**src/rtl/sincos_pkg.sv**
```systemverilog
// Shared constants, state encoding and phase-wrap helpers for sincos users.
// Phases are signed Q3.13 radians kept in [-pi, pi).
package sincos_pkg;

    localparam int PHASE_W = 16;

    localparam logic signed [PHASE_W-1:0] PI_POS = 16'sh6488;
    localparam logic signed [PHASE_W-1:0] PI_NEG = 16'sh9B78;
    localparam logic signed [PHASE_W:0]   TWO_PI = 17'sd51472;

    typedef enum logic [1:0] {
        ST_IDLE,
        ST_SWEEP,
        ST_DRAIN,
        ST_DONE
    } sweep_state_t;

    function automatic logic [PHASE_W-1:0] phase_wrap_add(
        input logic [PHASE_W-1:0] p,
        input logic [PHASE_W-1:0] inc
    );
        logic signed [PHASE_W:0] s;
        logic signed [PHASE_W:0] hi;
        logic signed [PHASE_W:0] lo;
        hi = $signed({PI_POS[PHASE_W-1], PI_POS});
        lo = $signed({PI_NEG[PHASE_W-1], PI_NEG});
        s  = $signed({p[PHASE_W-1], p}) + $signed({inc[PHASE_W-1], inc});
        if (s >= hi) begin
            s = s - TWO_PI;
        end else if (s < lo) begin
            s = s + TWO_PI;
        end
        return s[PHASE_W-1:0];
    endfunction

    // One step of at most pi from an in-range phase stays within one wrap.
    function automatic logic cfg_valid(
        input logic [PHASE_W-1:0] start_phase,
        input logic [PHASE_W-1:0] inc
    );
        logic signed [PHASE_W-1:0] sp;
        logic signed [PHASE_W-1:0] si;
        sp = $signed(start_phase);
        si = $signed(inc);
        return (sp >= PI_NEG) && (sp < PI_POS) &&
               (si >= PI_NEG) && (si <= PI_POS);
    endfunction

endpackage

```
**src/rtl/sincos_phase_acc.sv**
```systemverilog
// Load/step phase accumulator with wrap into [-pi, pi).
// The increment is captured on load so the step path needs no external hold.
module sincos_phase_acc
    import sincos_pkg::*;
(
    input  logic               clk,
    input  logic               rst,
    input  logic               load,
    input  logic [PHASE_W-1:0] init,
    input  logic [PHASE_W-1:0] inc,
    input  logic               step,
    output logic [PHASE_W-1:0] value
);

    logic [PHASE_W-1:0] inc_q;

    always_ff @(posedge clk) begin
        if (rst) begin
            value <= '0;
            inc_q <= '0;
        end else if (load) begin
            value <= init;
            inc_q <= inc;
        end else if (step) begin
            value <= phase_wrap_add(value, inc_q);
        end
    end

endmodule

```
**src/rtl/sincos_sweep_ctrl.sv**
```systemverilog
// Phase-sweep sequencer in front of the pipelined sincos CORDIC core.
// Issues N phases back to back, tags the returned samples, bounds the drain.
module sincos_sweep_ctrl
    import sincos_pkg::*;
#(
    parameter int NUM_W          = 16,
    parameter int SINCOS_LATENCY = 18,
    parameter int TIMEOUT_MARGIN = 4
) (
    input  logic               clk,
    input  logic               rst,
    input  logic               start,
    input  logic               abort,
    input  logic [PHASE_W-1:0] cfg_start_phase,
    input  logic [PHASE_W-1:0] cfg_phase_inc,
    input  logic [NUM_W-1:0]   cfg_num_samples,
    output logic [PHASE_W-1:0] phase,
    output logic               phase_tvalid,
    input  logic               sincos_tvalid,
    input  logic [PHASE_W-1:0] cos_in,
    input  logic [PHASE_W-1:0] sin_in,
    output logic               out_tvalid,
    output logic [PHASE_W-1:0] out_cos,
    output logic [PHASE_W-1:0] out_sin,
    output logic [NUM_W-1:0]   out_index,
    output logic               out_last,
    output logic               busy,
    output logic               done,
    output logic               timeout,
    output logic               cfg_err
);

    localparam int DRAIN_LIMIT = SINCOS_LATENCY + TIMEOUT_MARGIN;
    localparam int TW          = $clog2(DRAIN_LIMIT + 1);
    // Entry cycle and the DONE cycle both count toward the drain window.
    localparam logic [TW-1:0] DRAIN_LAST = TW'(DRAIN_LIMIT - 2);

    sweep_state_t     state;
    logic [NUM_W-1:0] num_q;
    logic [NUM_W-1:0] iss_cnt;
    logic [NUM_W-1:0] rx_count;
    logic [TW-1:0]    timer;

    logic active;
    logic cfg_ok;
    logic go;
    logic load;
    logic step;
    logic rx_take;
    logic rx_done;

    assign active  = (state == ST_SWEEP) || (state == ST_DRAIN);
    assign cfg_ok  = cfg_valid(cfg_start_phase, cfg_phase_inc);
    assign go      = (state == ST_IDLE) && start && !abort;
    assign load    = go && cfg_ok && (cfg_num_samples != '0);
    assign step    = (state == ST_SWEEP) && !abort && (iss_cnt != num_q);
    assign rx_take = active && !abort && sincos_tvalid && (rx_count != num_q);
    assign rx_done = (rx_count == num_q) ||
                     (rx_take && (rx_count == num_q - NUM_W'(1)));

    sincos_phase_acc u_acc (
        .clk   (clk),
        .rst   (rst),
        .load  (load),
        .init  (cfg_start_phase),
        .inc   (cfg_phase_inc),
        .step  (step),
        .value (phase)
    );

    always_ff @(posedge clk) begin
        if (rst) begin
            state        <= ST_IDLE;
            num_q        <= '0;
            iss_cnt      <= '0;
            rx_count     <= '0;
            timer        <= '0;
            phase_tvalid <= 1'b0;
            out_tvalid   <= 1'b0;
            out_cos      <= '0;
            out_sin      <= '0;
            out_index    <= '0;
            out_last     <= 1'b0;
            busy         <= 1'b0;
            done         <= 1'b0;
            timeout      <= 1'b0;
            cfg_err      <= 1'b0;
        end else begin
            done       <= 1'b0;
            cfg_err    <= 1'b0;
            out_tvalid <= 1'b0;
            if (rx_take) begin
                out_tvalid <= 1'b1;
                out_cos    <= cos_in;
                out_sin    <= sin_in;
                out_index  <= rx_count;
                out_last   <= (rx_count == num_q - NUM_W'(1));
                rx_count   <= rx_count + NUM_W'(1);
            end
            unique case (state)
                ST_IDLE: begin
                    if (go && !cfg_ok) begin
                        cfg_err <= 1'b1;
                    end else if (go) begin
                        num_q    <= cfg_num_samples;
                        iss_cnt  <= NUM_W'(1);
                        rx_count <= '0;
                        timer    <= '0;
                        timeout  <= 1'b0;
                        if (cfg_num_samples == '0) begin
                            state <= ST_DONE;
                        end else begin
                            state        <= ST_SWEEP;
                            phase_tvalid <= 1'b1;
                            busy         <= 1'b1;
                        end
                    end
                end
                ST_SWEEP: begin
                    if (abort) begin
                        state        <= ST_IDLE;
                        phase_tvalid <= 1'b0;
                        busy         <= 1'b0;
                    end else if (iss_cnt == num_q) begin
                        state        <= ST_DRAIN;
                        phase_tvalid <= 1'b0;
                        timer        <= '0;
                    end else begin
                        iss_cnt <= iss_cnt + NUM_W'(1);
                    end
                end
                ST_DRAIN: begin
                    // Completion is checked before expiry so a tie is a clean finish.
                    if (abort) begin
                        state <= ST_IDLE;
                        busy  <= 1'b0;
                    end else if (rx_done) begin
                        state <= ST_DONE;
                        busy  <= 1'b0;
                    end else if (timer == DRAIN_LAST) begin
                        state   <= ST_DONE;
                        busy    <= 1'b0;
                        timeout <= 1'b1;
                    end else begin
                        timer <= timer + TW'(1);
                    end
                end
                ST_DONE: begin
                    done  <= 1'b1;
                    state <= ST_IDLE;
                end
                default: state <= ST_IDLE;
            endcase
        end
    end

endmodule

```
**config.mk**
```make
export PLATFORM = sky130hd
export DESIGN_NAME = sincos_sweep_ctrl
export DESIGN_NICKNAME = d
export VERILOG_FILES = /design/src/rtl/sincos_pkg.sv /design/src/rtl/sincos_phase_acc.sv /design/src/rtl/sincos_sweep_ctrl.sv
export SDC_FILE = /design/constraint.sdc
export NUM_CORES = 1
export LEC_CHECK = 0
export ABC_AREA = 0
export BUFFER_PORTS_ARGS = -buffer_cell sky130_fd_sc_hd__clkbuf_2
export CORE_MARGIN = 10
export CORE_UTILIZATION = 55
export DETAILED_ROUTE_END_ITERATION = 8
export PLACE_DENSITY = 0.79
export SYNTH_ARGS = -nofsm -noshare
export SYNTH_HDL_FRONTEND = slang
export SYNTH_SLANG_ARGS = --single-unit
```
**constraint.sdc**
```tcl
create_clock -name clk -period 4.15 [get_ports clk]
set_input_delay 0.2075 -clock clk [delete_from_list [all_inputs] [get_ports clk]]
set_output_delay 0.2075 -clock clk [all_outputs]
set_load 0.01 [all_outputs]
```
# Yosys cells after proc, flatten, opt, wreduce, memory -nomap -nowiden
# Index checks and enable logic that the tools add are counted.
dict set report totals {
  mem_bits_ro 0
  mem_bits_rw 0
  out_inout_bits 71
  n_memories 0
  input_bits 85
  reg_bits 142
  latchBits 0
}
dict set report op_classes {
  n_addsub 7
  n_lt_le_gt_ge 6
  eq_ne 22
  n_shift 0
  n_div 0
  mul 0
  bitwise 2
  n_reduce_logical 33
  muxes 50
}
# op n
set ops {}
lappend ops {{16-bit two-way mux} 12}
lappend ops {{16-bit == test} 3}
lappend ops {{5-bit two-way mux} 7}
lappend ops {{16-bit by 1-bit adder with 16-bit output, second input constant} 2}
lappend ops {{16-bit greater-or-equal comparator, second input constant} 2}
lappend ops {{16-bit != test} 2}
lappend ops {{16-bit case mux with 2 select lines} 1}
lappend ops {{2-bit != test, second input constant} 9}
lappend ops {{16-bit by 16-bit adder with 17-bit output} 1}
lappend ops {{17-bit by 16-bit greater-or-equal comparator with 1-bit output, second input constant} 1}
lappend ops {{17-bit by 16-bit less-than comparator with 1-bit output, second input constant} 1}
lappend ops {{1-bit two-way mux} 17}
lappend ops {{16-bit by 15-bit adder with 16-bit output, second input constant} 1}
lappend ops {{16-bit less-or-equal comparator, second input constant} 1}
lappend ops {{16-bit zero test} 1}
lappend ops {{16-bit less-than comparator, second input constant} 1}
lappend ops {{2-bit two-way mux} 8}
lappend ops {{16-bit nonzero test} 1}
lappend ops {{16-bit by 1-bit subtractor with 16-bit output, second input constant} 1}
lappend ops {{16-bit by 15-bit subtractor with 16-bit output, second input constant} 1}
lappend ops {{5-bit case mux with 3 select lines} 1}
lappend ops {{1-bit logical AND} 14}
lappend ops {{6-bit AND reduction} 2}
lappend ops {{5-bit AND reduction} 2}
lappend ops {{20 further kinds} 28}

# Longest topological paths before layout
dict set report depth {
  depth_word 10
  ltp_mapped 14
}

# Cells and area by module
# A second synthesis with hierarchy kept.
dict set report hier_totals {
  hier_cells 1059
  area_unflattened_um2 8549.4
}
# mod seq_area_each_um2 instances cells_each area_each_um2
set modules_own_cells {}
lappend modules_own_cells {sincos_sweep_ctrl 2202.1 1 713 5743.0}
lappend modules_own_cells {sincos_phase_acc 640.6 1 346 2806.4}

# Worst setup path before layout
# OpenSTA, ideal clock, no wires.
dict set report synth_path {
  path_type {reg-to-reg}
  start {register u_acc.value[0]}
  end {register u_acc.value[6]}
  stages_incl_launch_ff 14
  t_arrival_ns 3.289
  t_required_ns 4.024
  slack_ns 0.735
  period_less_slack_ns 3.415
  path_buffers 1
  cell_sequence {dfxtp_1 -> ha_1 -> fa_1 -> a21o_1 -> a221o_1 -> a221oi_2 -> a21oi_1 -> xnor2_2 -> o311ai_2 -> a21oi_2 -> buf_4 -> nor2_1 -> o311ai_0 -> o31ai_1}
}
dict set report synth_via {
  elab_chain_cells 6
  word_cells_on_any_way 9
  cone_classes {add/sub: 3; order compare: 2; mux: 4}
}
# element line
set synth_lines {}
lappend synth_lines {{start, declared} sincos_phase_acc.sv:12} ;# output logic [PHASE_W-1:0] value
lappend synth_lines {{start signal, assigned} sincos_phase_acc.sv:22} ;# value <= init;
lappend synth_lines {{start signal, assigned} sincos_phase_acc.sv:25} ;# value <= phase_wrap_add(value, inc_q);
lappend synth_lines {{16-bit by 16-bit adder with 17-bit output (*)} sincos_pkg.sv:27} ;# s = $signed({p[PHASE_W-1], p}) + $signed({inc[PHASE_W-1], inc});
lappend synth_lines {{16-bit by 15-bit adder with 16-bit output / 17-bit by 16-bit less-than comparator with 1-bit output (equally long branches)} {sincos_pkg.sv:31, sincos_pkg.sv:30}}
lappend synth_lines {{16-bit two-way mux} sincos_pkg.sv:30} ;# end else if (s < lo) begin
lappend synth_lines {{16-bit two-way mux (*)} sincos_pkg.sv:28} ;# if (s >= hi) begin
lappend synth_lines {{16-bit two-way mux (*)} sincos_phase_acc.sv:24} ;# end else if (step) begin
lappend synth_lines {{16-bit two-way mux (*)} sincos_phase_acc.sv:21} ;# end else if (load) begin
# Mark *: on every way between the ends. The rest lies on a longest branch, timed or not. The select of a mux whose other input is x is not followed.
# A chain may end at the register's enable or synchronous reset.

# Worst setup path in the final report
# Same ends and word-level chain as after synthesis.

==> impl_metrics.py <==
metrics = {
    "floorplanning": {
        "dieArea_sq_um": 20150,
        "dieHeight_um": 141.9,
        "die_w_um": 141.9,
        "design.core.area_sq_um": 14530,
        "pin_count": 156,
        "start_util": 0.5628,
        "row_count": 44,
    },
    "critical_path": {
        "cpMaxStageDelayCell": "fa_1",
        "worstSetupPathType": "reg -> reg",
        "required_ns": 4.46,
        "cp-end-kind": "register",
        "startpoint_type": "register",
        "worstPathMaxFanout": 8,
        "arrival_ns": 4.18,
        "slowest_delay_ns": 0.43,
        "path_cells": "ha_1 -> fa_1 -> a21o_1 -> a221o_1 -> a221oi_2 -> a21oi_1 -> xnor2_2 -> o311ai_2 -> a21oi_2 -> buf_4 -> nor2_1 -> o311ai_0 -> o31ai_1",
    },
    "timing": {
        "max_freq_mhz": 258.4,
        "skew_ns": 0.01531,
        "rsz0062_at_grt": "no",
        "worst_pin_slew_ns": 1.071,
        "maxSlewHeadroom": 0.2795,
        "finalHoldViolCount": 0,
        "holdWs_ns": 0.006257,
        "finalSetupViolCount": 0,
        "maxSlewViolCount": 0,
        "setup_tns_ns": 0,
        "post-route-period-util": 0.9326,
        "min_period_ns": 3.870,
    },
    "min_path": {
        "hold_path_class": "in -> reg",
    },
    "global_routing": {
        "grt_pass1_vias": 7830,
        "antenna_found_initial": 0,
        "gr-total-overflow": 0,
        "global_route.usage.total": 0.2298,
        "grt_pass1_wl_um": 38580,
        "grt_max_degree": 69,
    },
    "drt": {
        "num_vias": 8087,
        "drt_iter0_markers": 579,
        "drc": 0,
        "drt-vias-per-instance": 5.818,
        "ant_nets": 0,
        "firstDrtPassIters": 5,
        "avgRoutedWirePerCell_um": 16.99,
        "drt_wl_total_um": 23620,
    },
    "synth": {
        "synth_edf_count": 0,
        "yosysTopAreaCellShare": 0.3476,
        "synth-seq-cells": 142,
        "synthesis.area_sq_um": 8179,
        "yosys.area.top_type": "dfxtp_1",
        "netlist-cell-type-count": 76,
        "async_reset_ff_frac": 0,
        "avgSynthCellArea_sq_um": 7.895,
        "synthesis.nets": 1149,
        "ys_seq_area_frac": 0.3476,
        "ys_top_cells_by_area": "dfxtp_1 35%, nand2_1 8.0%, a21oi_1 6.4%, xnor2_1 5.4%, nor2_1 4.3%",
        "syn_inst": 1036,
        "yosys-top-cells-count": "174 x nand2_1, 142 x dfxtp_1, 104 x a21oi_1",
        "ys.flop_type": "dfxtp_1",
        "yosysWarningCount": 0,
        "synth_most_common_cell": "nand2_1",
    },
    "placement": {
        "dp_hpwl_um": 17040,
        "port_buffers": 155,
        "gp_congestion": 0.9394,
    },
    "cells_and_area": {
        "multiInputGateArea_sq_um": 5010,
        "layout.nets": 1305,
        "utilization": 0.6888,
        "seq_area_sq_um": 2843,
        "layout-drive-gt1-share": 0.1925,
        "synthToLayoutAreaGrowth_pct": 22.40,
        "n_fill_cell": 1237,
    },
    "cts": {
        "cts_resized": 0,
        "h-tree-depth": 4,
        "cts_root_buf": "clkbuf_16",
        "clkTransAtPathRegs_ns": 0.07,
        "numCtsBuffers": 17,
        "cts_sinks": 142,
        "cts_tree": "built",
        "cts_setup_buffers": 0,
        "insertion_delay_ns": 0.44,
        "ctsLongestPathBuffers": 2,
    },
    "flow_run": {
        "max_cap_viol_count": 0,
    },
    "run_status": {
        "status": "finished clean",
    },
    "pwr": {
        "vdd_ir_drop_max_mv": 0.3164,
        "p_leak_uw": 0.003884,
        "p_per_area_nw_per_um2": 470.5,
    },
}
[critical path: cells and delay by family (launching register included)]
| kind | cells | cell delay (ns) |
|---|---|---|
| flip-flops | 1 | 0.34 |
| XOR/XNOR | 1 | 0.25 |
| AND/OR/NAND/NOR | 1 | 0.06 |
| buffers and inverters | 1 | 0.22 |
| adder cells (fa/ha/maj) | 2 | 0.67 |
| AO/OA/AOI/OAI | 8 | 2.21 |
[where the power goes]
group          internal (uW)  switching (uW)
Combinational            569             884
Sequential              1460            97.0
Clock                   1030             665
Total                   3060            1650
[cell usage in the layout, fill, tap and decap left out, types with 27 or more instances in the layout]
cell / instances
clkbuf_2: 154
a21oi_1: 104
xor2_1: 29
inv_1: 27
nand2_1: 174
nor2_1: 94
xnor2_1: 50
dlygate4sd3_1: 28
ha_1: 27
dfxtp_1: 142
[routing by layer]
layer | vias to the layer above | share of wire | GRT usage
met5 | - | 0 | 0
met4 | 0 | 0.027 | 0.08714
met3 | 44 | 0.058 | 0.06275
met2 | 245 | 0.50 | 0.3846
met1 | 3807 | 0.41 | 0.2749
li1 | 3991 | - | -
[kinds of logic after synthesis]
family | after synthesis | share of synthesized area
AOI/OAI and AO/OA | 250 | 0.2042
xor gates and xnor gates | 80 | 0.08658
and+or+nand+nor | 425 | 0.2478
buffers and inverters | 89 | 0.04314
adders and majority gates | 28 | 0.04375
muxes | 22 | 0.02692
DFF | 142 | 0.3476
[metrics by stage]
| stage | instances | worst slack, ns | total power [uW] | area, sq um |
|---|---|---|---|---|
| after floorplan | 1036 | 0.7354 | 2592 | 8179 |
| after global placement | 1329 | 0.4274 | 2970 | 9082 |
| after detailed placement | 1329 | 0.3098 | 2997 | 9082 |
| after CTS | 1389 | 0.2997 | 4711 | 10010 |
| after global routing | 1389 | 0.02442 | 4958 | 10010 |
| final | 1390 | 0.2798 | 4710 | 10010 |
[cell type report]
class,instances,share of cell area
Tap cell,184,0.02300
Clock buffer,17,0.04249
Sequential cell,142,0.2840
Antenna cell,1,0.0002500
Clock inverter,15,0.02200
Multi-Input combinational cell,805,0.5004
Inverter,27,0.01012
Timing Repair Buffer,199,0.1177
[worst paths after layout]
check	from	cells past startpoint	endpoint	slack [ns]
max	u_acc.value[0]	13	u_acc.value[6]	0.28
min	cos_in[10]	3	out_cos[10]	0.006
max reg2reg	u_acc.value[0]	13	u_acc.value[6]	0.28
min reg2reg	out_sin[13]	2	out_sin[13]	0.45
[sequential cells by signal (all words and copies together) (netlist names)]
signal	count
iss_cnt	16
num_q	16
out_cos	16
out_index	16
out_sin	16
rx_count	16
u_acc.inc_q	16
u_acc.value	16
timer	5
state	2
busy	1
cfg_err	1
done	1
out_last	1
out_tvalid	1
phase_tvalid	1
timeout	1
[what timing repair did]
action                     4_1_cts  5_1_grt
hold endpoints to repair        28        0
hold buffers                    28        0
setup endpoints to repair        0        0
Note: power is estimated with default switching activity, not from simulation.
